==> config.mk <==
export PLATFORM = sky130hd
export DESIGN_NAME = div_mse_monitor
export DESIGN_NICKNAME = d
export VERILOG_FILES = /design/src/rtl/div_mon_pkg.sv /design/src/rtl/seq_restoring_div.sv /design/src/rtl/div_mse_monitor.sv
export SDC_FILE = /design/constraint.sdc
export NUM_CORES = 1
export LEC_CHECK = 0
export BUFFER_PORTS_ARGS = -buffer_cell sky130_fd_sc_hd__buf_2
export CAP_MARGIN = 20
export CORE_ASPECT_RATIO = 0.9
export CORE_MARGIN = 5
export CORE_UTILIZATION = 55
export CTS_CLUSTER_SIZE = 40
export DETAILED_ROUTE_END_ITERATION = 8
export GPL_ROUTABILITY_DRIVEN = 0
export HOLD_SLACK_MARGIN = 0.1
export PLACE_DENSITY = 0.8
export SLEW_MARGIN = 25
export SYNTH_ARGS = -nofsm -noshare
export SYNTH_HDL_FRONTEND = slang
export SYNTH_SLANG_ARGS = --single-unit
==> constraint.sdc <==
create_clock -name clk -period 17.62 [get_ports clk]
set_input_delay 3.524 -clock clk [delete_from_list [all_inputs] [get_ports clk]]
set_output_delay 3.524 -clock clk [all_outputs]
set_load 0.1 [all_outputs]
==> src/rtl/div_mon_pkg.sv <==
// Shared widths, FSM state type and saturating-add helper for the divider
// error monitor.
package div_mon_pkg;

    localparam int N_W   = 16;
    localparam int D_W   = 8;
    localparam int Q_W   = 8;
    localparam int ERR_W = 9;

    typedef enum logic [1:0] {
        IDLE = 2'd0,
        DIV  = 2'd1,
        ACC  = 2'd2
    } div_mon_state_t;

    // The sum is clipped to the all-ones value of a w-bit field.
    // hit reports that clipping happened. Callers cast the result down to w bits.
    function automatic logic [63:0] sat_add(
        input  logic [63:0] a,
        input  logic [63:0] b,
        input  int unsigned w,
        output logic        hit
    );
        logic [64:0] s;
        logic [63:0] max_v;
        max_v = (w >= 64) ? '1 : ((64'd1 << w) - 64'd1);
        s     = {1'b0, a} + {1'b0, b};
        hit   = (s > {1'b0, max_v});
        return hit ? max_v : s[63:0];
    endfunction

endpackage

==> src/rtl/seq_restoring_div.sv <==
// Iterative restoring divider computing 16/8 -> 8-bit quotient/remainder,
// one quotient bit per cycle after a start pulse.
module seq_restoring_div
    import div_mon_pkg::*;
(
    input  logic           clk,
    input  logic           rst_n,
    input  logic           start,
    input  logic [N_W-1:0] n,
    input  logic [D_W-1:0] d,
    output logic           done,
    output logic [Q_W-1:0] q,
    output logic [D_W-1:0] rem
);

    logic [7:0]     n_lo;
    logic [D_W-1:0] d_reg;
    logic [2:0]     idx;
    logic           busy;
    logic [D_W:0]   t;
    logic [D_W:0]   diff;

    assign t    = {rem, n_lo[idx]};
    assign diff = t - {1'b0, d_reg};
    // High during the cycle whose closing edge performs the final step.
    assign done = busy && (idx == 3'd0);

    always_ff @(posedge clk) begin
        if (!rst_n) begin
            n_lo  <= '0;
            d_reg <= '0;
            idx   <= '0;
            busy  <= 1'b0;
            q     <= '0;
            rem   <= '0;
        end else if (start) begin
            n_lo  <= n[7:0];
            d_reg <= d;
            rem   <= n[15:8];
            idx   <= 3'd7;
            q     <= '0;
            busy  <= 1'b1;
        end else if (busy) begin
            // With d = 0 every step subtracts, giving q = 0xFF and rem = n[7:0].
            if (t >= {1'b0, d_reg}) begin
                q[idx] <= 1'b1;
                rem    <= diff[D_W-1:0];
            end else begin
                rem    <= t[D_W-1:0];
            end
            idx <= idx - 3'd1;
            if (idx == 3'd0)
                busy <= 1'b0;
        end
    end

endmodule

==> src/rtl/div_mse_monitor.sv <==
// Compares the approximate divider output against an exact sequential
// divider and accumulates squared-error, max-error and mismatch statistics.
//
// state | meaning
// IDLE  | waiting for a sample, in_ready high
// DIV   | restoring divider stepping through 8 quotient bits
// ACC   | error/square computed, results and statistics updated
module div_mse_monitor
    import div_mon_pkg::*;
#(
    parameter int ACC_W = 32,
    parameter int CNT_W = 16
) (
    input  logic                    clk,
    input  logic                    rst_n,
    input  logic                    in_valid,
    output logic                    in_ready,
    input  logic [N_W-1:0]          n,
    input  logic [D_W-1:0]          d,
    input  logic [Q_W-1:0]          q_apx,
    input  logic [D_W-1:0]          r_apx,
    input  logic                    clear,
    output logic                    out_valid,
    output logic [Q_W-1:0]          q_exact,
    output logic [D_W-1:0]          r_exact,
    output logic signed [ERR_W-1:0] err,
    output logic                    r_mismatch,
    output logic [ACC_W-1:0]        sq_err_sum,
    output logic [Q_W-1:0]          max_abs_err,
    output logic [CNT_W-1:0]        sample_cnt,
    output logic [CNT_W-1:0]        mismatch_cnt,
    output logic                    sat
);

    div_mon_state_t         state;
    logic [Q_W-1:0]         q_apx_r;
    logic [D_W-1:0]         r_apx_r;
    logic                   start;
    logic                   div_done;
    logic [Q_W-1:0]         div_q;
    logic [D_W-1:0]         div_rem;

    logic signed [ERR_W-1:0] err_c;
    logic [Q_W-1:0]          abs_c;
    logic [15:0]             sq_c;
    logic [ACC_W-1:0]        sq_next;
    logic [CNT_W-1:0]        cnt_next;
    logic [CNT_W-1:0]        mis_next;
    logic                    sq_hit;
    logic                    cnt_hit;
    logic                    mis_hit;

    assign start = (state == IDLE) && in_valid;

    seq_restoring_div u_div (
        .clk   (clk),
        .rst_n (rst_n),
        .start (start),
        .n     (n),
        .d     (d),
        .done  (div_done),
        .q     (div_q),
        .rem   (div_rem)
    );

    always_comb begin
        err_c    = {1'b0, div_q} - {1'b0, q_apx_r};
        abs_c    = err_c[ERR_W-1] ? Q_W'(-err_c) : Q_W'(err_c);
        sq_c     = {8'd0, abs_c} * {8'd0, abs_c};
        sq_next  = ACC_W'(sat_add(64'(sq_err_sum), 64'(sq_c), ACC_W, sq_hit));
        cnt_next = CNT_W'(sat_add(64'(sample_cnt), 64'd1, CNT_W, cnt_hit));
        mis_next = CNT_W'(sat_add(64'(mismatch_cnt), (err_c != '0) ? 64'd1 : 64'd0,
                                  CNT_W, mis_hit));
    end

    always_ff @(posedge clk) begin
        if (!rst_n) begin
            state        <= IDLE;
            in_ready     <= 1'b1;
            q_apx_r      <= '0;
            r_apx_r      <= '0;
            out_valid    <= 1'b0;
            q_exact      <= '0;
            r_exact      <= '0;
            err          <= '0;
            r_mismatch   <= 1'b0;
            sq_err_sum   <= '0;
            max_abs_err  <= '0;
            sample_cnt   <= '0;
            mismatch_cnt <= '0;
            sat          <= 1'b0;
        end else begin
            out_valid <= 1'b0;
            case (state)
                IDLE: begin
                    if (in_valid) begin
                        state    <= DIV;
                        in_ready <= 1'b0;
                        q_apx_r  <= q_apx;
                        r_apx_r  <= r_apx;
                    end
                end
                DIV: begin
                    if (div_done)
                        state <= ACC;
                end
                ACC: begin
                    state        <= IDLE;
                    in_ready     <= 1'b1;
                    out_valid    <= 1'b1;
                    q_exact      <= div_q;
                    r_exact      <= div_rem;
                    err          <= err_c;
                    r_mismatch   <= (r_apx_r != div_rem);
                    sq_err_sum   <= sq_next;
                    sample_cnt   <= cnt_next;
                    mismatch_cnt <= mis_next;
                    if (abs_c > max_abs_err)
                        max_abs_err <= abs_c;
                    sat <= sat | sq_hit | cnt_hit | mis_hit;
                end
                default: begin
                    state    <= IDLE;
                    in_ready <= 1'b1;
                end
            endcase
            // Clear overrides any accumulation happening on the same edge.
            if (clear) begin
                sq_err_sum   <= '0;
                max_abs_err  <= '0;
                sample_cnt   <= '0;
                mismatch_cnt <= '0;
                sat          <= 1'b0;
            end
        end
    end

endmodule

---- Word level (Yosys, flattened, before mapping) ----
Index checks and enable logic that the tools add are counted.
word-level totals
  bits in registers ....................... 155
  latch bits .............................. 0
  bits in writable memories ............... 0
  ROM bits ................................ 0
  output and inout bits ................... 101
  word-level logic and storage cells ...... 83
  memories ................................ 0
cells by class
  $add $sub $neg .......................... 7
  multipliers ............................. 1
  divide/modulo/power cells ............... 0
  order comparisons ....................... 7
  equality and inequality tests ........... 5
  shift-type cells ........................ 0
  multiplexer cells ....................... 23
  bitwise logic cells ..................... 6
  reductions and logical operators ........ 14
operator list
  kind                     number
  $gt A17 B16 Y1 const B   2
  $add A32 B16 Y33         1
  $gt A33 B32 Y1 const B   1
  $mux W16                 2
  $mux W32                 1
  $mux W8                  4
  $add A16 B1 Y17          1
  $add A16 B1 Y17 const B  1
  $mul A8 B8 Y16           1
  $reduce_and A2 Y1        5
  $ge A9 B8 Y1             1
  $reduce_bool A9 Y1       1
  $sub A8 B8 Y9            1
  $gt A8 B8 Y1             1
  $mux W1                  8
  $ne A8 B8 Y1             1
  $neg A8 Y8               1
  $or A8 B8 Y8             1
  $sub A8 B8 Y8            1
  $mux W3                  2
  $lt A3 B4 Y1 const B     1
  $mux W2                  2
  $ne A2 B2 Y1 const B     2
  $pmux W2 S2              1
  14 further kinds         20

---- Logic depth before layout (Yosys ltp) ----
  word-level depth ........................ 9
  depth in mapped cells ................... 29
  gate-level depth less buffers ........... 28

---- Hierarchy ----
Synthesis repeated with hierarchy kept, for this count alone.
second synthesis, totals
  cells, all modules ...................... 1254
  area total of the unflattened synthesis .. 10287.4 um^2
by module, submodules not included
  module             instances  cells an instance  area each (um^2)  seq. area each (um^2)
  div_mse_monitor    1          1005               8234.1            2382.3
  seq_restoring_div  1          249                2053.2            720.7

---- Least setup slack after synthesis ----
No wires, ideal clock.
  path type ............................... register to register
  start point ............................. register u_div.q[0]
  end point ............................... register sq_err_sum[22]
  setup time .............................. 0.174 ns
  arrival ................................. 6.467 ns
  data required time ...................... 17.446 ns
  slack ................................... 10.980 ns
  cell stages (with the launch flop) ...... 27
  cells stage by stage .................... dfxtp_1 > inv_1 > ha_1 > inv_1 > fa_1 > a21oi_1 > o22ai_2 > or3_2 > nand2_1 > a31oi_2 > xor2_1 > nor2_1 > fa_1 > fa_1 > fa_1 > inv_1 > fa_1 > inv_1 > ha_1 > o21a_1 > o2111ai_1 > a21oi_1 > o21ba_2 > a31o_2 > clkbuf_1 > a41oi_1 > a211oi_1
between the ends
  longest elaborated chain between the ends .. 7
ends and longest elaborated chain
  item                               RTL line                 text
  from (decl)                        seq_restoring_div.sv:12  output logic [Q_W-1:0] q,
  from (signal assigned)             seq_restoring_div.sv:34  q <= '0;
  from (signal assigned)             seq_restoring_div.sv:41  q <= '0;
  from (signal, indexed assignment)  seq_restoring_div.sv:46  q[idx] <= 1'b1;
  $sub A8 B8 Y9 (*)                  div_mse_monitor.sv:67    err_c = {1'b0, div_q} - {1'b0, q_apx_r};
  $neg A8 Y8                         div_mse_monitor.sv:68    abs_c = err_c[ERR_W-1] ? Q_W'(-err_c) : Q_W'(err_c);
  $mux W8 (*)                        div_mse_monitor.sv:68
  $mul A8 B8 Y16 (*)                 div_mse_monitor.sv:69    sq_c = {8'd0, abs_c} * {8'd0, abs_c};
  $add A32 B16 Y33 (*)               div_mon_pkg.sv:27        s = {1'b0, a} + {1'b0, b};
  $gt A33 B32 Y1                     div_mon_pkg.sv:28        hit = (s > {1'b0, max_v});
  $mux W32 (*)                       div_mon_pkg.sv:29        return hit ? max_v : s[63:0];
  to (signal assigned)               div_mse_monitor.sv:115   sq_err_sum <= sq_next;
  to (decl)                          div_mse_monitor.sv:28    output logic [ACC_W-1:0] sq_err_sum,
Every way passes the cells marked *; elsewhere a longest branch is shown, timed or not.
A chain may end at the register's enable or synchronous reset.

---- Worst setup path after layout ----
  start point ............................. register u_div.q[0]
  end point ............................... register sq_err_sum[24]
between the ends
  longest elaborated chain between the ends .. 7
ends and longest elaborated chain
  item                  RTL line               text
  $sub A8 B8 Y9 (*)     div_mse_monitor.sv:67
  $neg A8 Y8            div_mse_monitor.sv:68
  $mux W8 (*)           div_mse_monitor.sv:68
  net abs_c[1]          div_mse_monitor.sv:44  logic [Q_W-1:0] abs_c;
  $mul A8 B8 Y16 (*)    div_mse_monitor.sv:69
  $add A32 B16 Y33 (*)  div_mon_pkg.sv:27
  $gt A33 B32 Y1        div_mon_pkg.sv:28
  $mux W32 (*)          div_mon_pkg.sv:29
Mark *: on every way through the listed nets, which the timed path passes. The rest lies on a longest branch.

==> summary.md <==
| Metric | Value |
|---|---|
| Layout cells sized above 1 | 0.165 |
| Pre-antenna DRT Iters | 6 |
| Hold Crit Depth | 2 |
| Synth unique cells | 83 |
| CP Max Fanout | 18 |
| Largest register FFs | 32 |
| CP max stage cell | and2_1 |
| Number of remaining DRC errors | 0 |
| CP delay by family, top | adder cells |
| Rows | between 40 and 50 |
| Largest Register | sq_err_sum |
| Worst-Margin Slew | about 0.84 ns |
| Worst min path class | flop to flop |
| Power, Total | 1.71 mW |
| Worst reg2reg startpoint | u_div.q[0]$_SDFFE_PP0P_ |
| Core area | between 0.015 and 0.02 mm^2 |
| # setup viols final | 0 |
| Grt total ovfl | 0 |
| Vias | just over 9000 |
| Sequential cell area | 0.00310 mm^2 |
| Post CTS Setup Buffer Count | 0 |
| Post-Route WL | between 20000 and 30000 um |
| Worst skew pair latency | approximately 0.43 ns |
| Worst EP arrival | ~8.0 ns |
| Top-count cell post-synth | dfxtp_1 |
| Worst path bufs/invs | 5 |
| Num CTS Buffers | 17 |
| CP required | roughly 18 ns |
| Sequential fraction of the synthesis area | 0.314 |
| Initial antenna violation count | 0 |
| Root Driver | clkbuf_16 |
| Overall die area | between 0.02 and 0.025 mm^2 |
| Commonest cells in the netlist | 155 x dfxtp_1, 148 x nand2_1, 119 x a21oi_1, 119 x inv_1, 105 x nor2_1 |
| Post-Syn Nets | roughly 1400 |
| Ant diodes | 0 |
| Antenna-violating nets left | 0 |
| Worst setup EP type | flop |
| Clock buffer depth | 2 |
| Leak Pwr | between 4 and 5 nW |
| Min-delay src | sat$_SDFFE_PP0P_ |
| Setup TNS | 0 ns |
| Peak VDD IR | about 0.17 mV |
| PwrDens | about 150 mW/mm^2 |
| Number of global-route vias before repair | 8481 |
| Most used DFF post-synth | dfxtp_1 |
| Vias per Instance | just under 6 |
| Period utilization | 0.437 |
| Worst-path clk slew | approximately 0.07 ns |
| Io pins | 145 |
| Register bit total from synthesis | ~160 |
| Largest net degree at the start of global routing | between 70 and 80 |
| CP Launch Type | flop |
| CP max stage delay | 0.70 ns |
| Mean Syn Cell Area | just over 8 um^2 |
| Clk_skew | between 0.009 and 0.01 ns |
| Syn. warnings | 0 |
| Endpoint, Worst Hold | sat$_SDFFE_PP0P_ |
| RSZ-0062 raised after global routing | no |
| Chip Height | between 100 and 150 um |
| Status | complete, no violations |
| Post-synth top area share | 0.314 |
| Max-cap violation count | 0 |
| CTS resizes | 0 |
| WL per Instance | between 15 and 20 um |
| Synth async-reset ratio | 0 |
| Total GRT Usage | 0.255 |
| Fill cells | approximately 1500 |
| Die Span X | around 150 um |
| Kind of critical path | flop to flop |
| Peak Freq | 0.130 GHz |
| Initial DRC count | 690 |
| Cell Area, Synth | 0.00988 mm^2 |
| Detailed Place HPWL | 19300 um |
| CTS tree | done |
| R2R Path End | sq_err_sum[24]$_SDFFE_PP0P_ |
| Final period demand of the worst path | around 7.7 ns |
| Relative slew slack | 0.435 |
| Hold WS | roughly 0.44 ns |
| Reg-to-reg setup timing slack | around 9.9 ns |
| EDFF count, synth | 0 |
| Worst reg2reg path depth | 26 |
| Area growth syn-to-layout | 15.1% |
| CTS Hold Bufs | 0 |
| Multi-input gate area | 0.00614 mm^2 |
| H-Tree Depth | 4 |
| Biggest regs | sq_err_sum (32), mismatch_cnt (16), sample_cnt (16) |
| Pins over their slew limit | 0 |
| Post-layout nets | 1484 |
| PortBufs | approximately 140 |
| Final hold violations | 0 |
| Largest area contributor in the netlist | dfxtp_1 |
| Top cells by area, synth | dfxtp_1 31%, ha_1 9.1%, fa_1 7.9% |
| CTS Sinks | roughly 160 |
| Initial cell density of the core | 0.559 |
| Global-route wire length before repair | between 40000 and 50000 um |
| Post-Syn Instances | roughly 1200 |
report_power, final:
group          total, mW  internal, mW  switching [mW]
combinational      0.956         0.390           0.566
sequential         0.372         0.359          0.0122
clock              0.380         0.214           0.166
total               1.71         0.963           0.744
cells by family (layout without fill, tap and decap cells):
logic type,count (synthesis),after routing,share of synthesized area
multiplexers,12,12,0.0165
buffers and inverters,174,304,0.0667
AND/OR/NAND/NOR,417,417,0.200
AO/OA/AOI/OAI,305,305,0.198
flip-flops,155,155,0.314
XOR/XNOR,38,38,0.0344
adder cells (fa/ha/maj),111,111,0.170
worst reg2reg max path, cell delays in order (launching register included):
cell and delay [ns]:
dfxtp_1 0.32, inv_1 0.07, ha_1 0.15, inv_1 0.05, fa_1 0.40, a21oi_1 0.26, o22ai_2 0.19, o41ai_4 0.49
mux2i_2 0.64, inv_2 0.13, and3_1 0.20, mux2i_4 0.19, xor2_1 0.19, ha_1 0.28, fa_1 0.52, fa_1 0.55
inv_1 0.05, fa_1 0.53, inv_1 0.05, ha_1 0.34, o21a_1 0.22, o2111ai_1 0.29, a21oi_1 0.13, o211ai_1 0.21
and2_1 0.70, nand4_1 0.22, and3_1 0.24
cell type report:
| class | count | area share |
|---|---|---|
| clock buffer | 17 | 0.0374 |
| multi-input combinational | 883 | 0.540 |
| inverter | 121 | 0.0399 |
| tap | 240 | 0.0264 |
| sequential | 155 | 0.273 |
| clock inverter | 15 | 0.0156 |
| timing repair buffer | 151 | 0.0680 |
layer usage:
| layer | part of all wire | GRT usage | vias up |
|---|---|---|---|
| met4 | 0.021 | 0.0816 | 0 |
| met3 | 0.081 | 0.0507 | 43 |
| met5 | 0 | 0 | - |
| met1 | 0.45 | 0.363 | 4301 |
| met2 | 0.45 | 0.389 | 387 |
| li1 | - | - | 4465 |
worst max path at each step:
stage | start | to | depth (start not counted)
after global routing | u_div.q[0]$_SDFFE_PP0P_ | sq_err_sum[24]$_SDFFE_PP0P_ | 25
after global placement | u_div.q[0]$_SDFFE_PP0P_ | sq_err_sum[29]$_SDFFE_PP0P_ | 24
after CTS | u_div.q[0]$_SDFFE_PP0P_ | sq_err_sum[19]$_SDFFE_PP0P_ | 24
after floorplan | u_div.q[0]$_SDFFE_PP0P_ | sq_err_sum[22]$_SDFFE_PP0P_ | 26
final | u_div.q[0]$_SDFFE_PP0P_ | sq_err_sum[24]$_SDFFE_PP0P_ | 26
after detailed placement | u_div.q[0]$_SDFFE_PP0P_ | sq_err_sum[29]$_SDFFE_PP0P_ | 24
per-stage QoR:
stage	util	std cells	setup slack (ns)	instance area, um^2
5_1_grt	0.644	1582	9.50	11400
4_1_cts	0.644	1582	9.87	11400
3_3_place_gp	0.609	1550	10.18	10800
3_5_place_dp	0.609	1550	9.98	10800
6_report	0.644	1582	9.92	11400
2_1_floorplan	-	1212	10.98	9880
cell usage in the layout, fill, tap and decap left out, drive strengths merged, types with 8 or more instances in the layout:
| cell type | instances |
|---|---|
| ha | 72 |
| o21ai | 52 |
| a21o | 14 |
| and2 | 8 |
| nand4 | 17 |
| dfxtp | 155 |
| and3 | 18 |
| clkbuf | 17 |
| nand2 | 148 |
| xor2 | 21 |
| nor2b | 11 |
| a211oi | 23 |
| a31oi | 23 |
| o21a | 8 |
| mux2i | 9 |
| nor3 | 27 |
| fa | 39 |
| a311oi | 12 |
| a21oi | 119 |
| nor2 | 108 |
| nor4 | 13 |
| buf | 151 |
| nand2b | 10 |
| inv | 129 |
| o31ai | 11 |
| xnor2 | 17 |
| nand3 | 28 |
(Power assumes the default switching activity.)
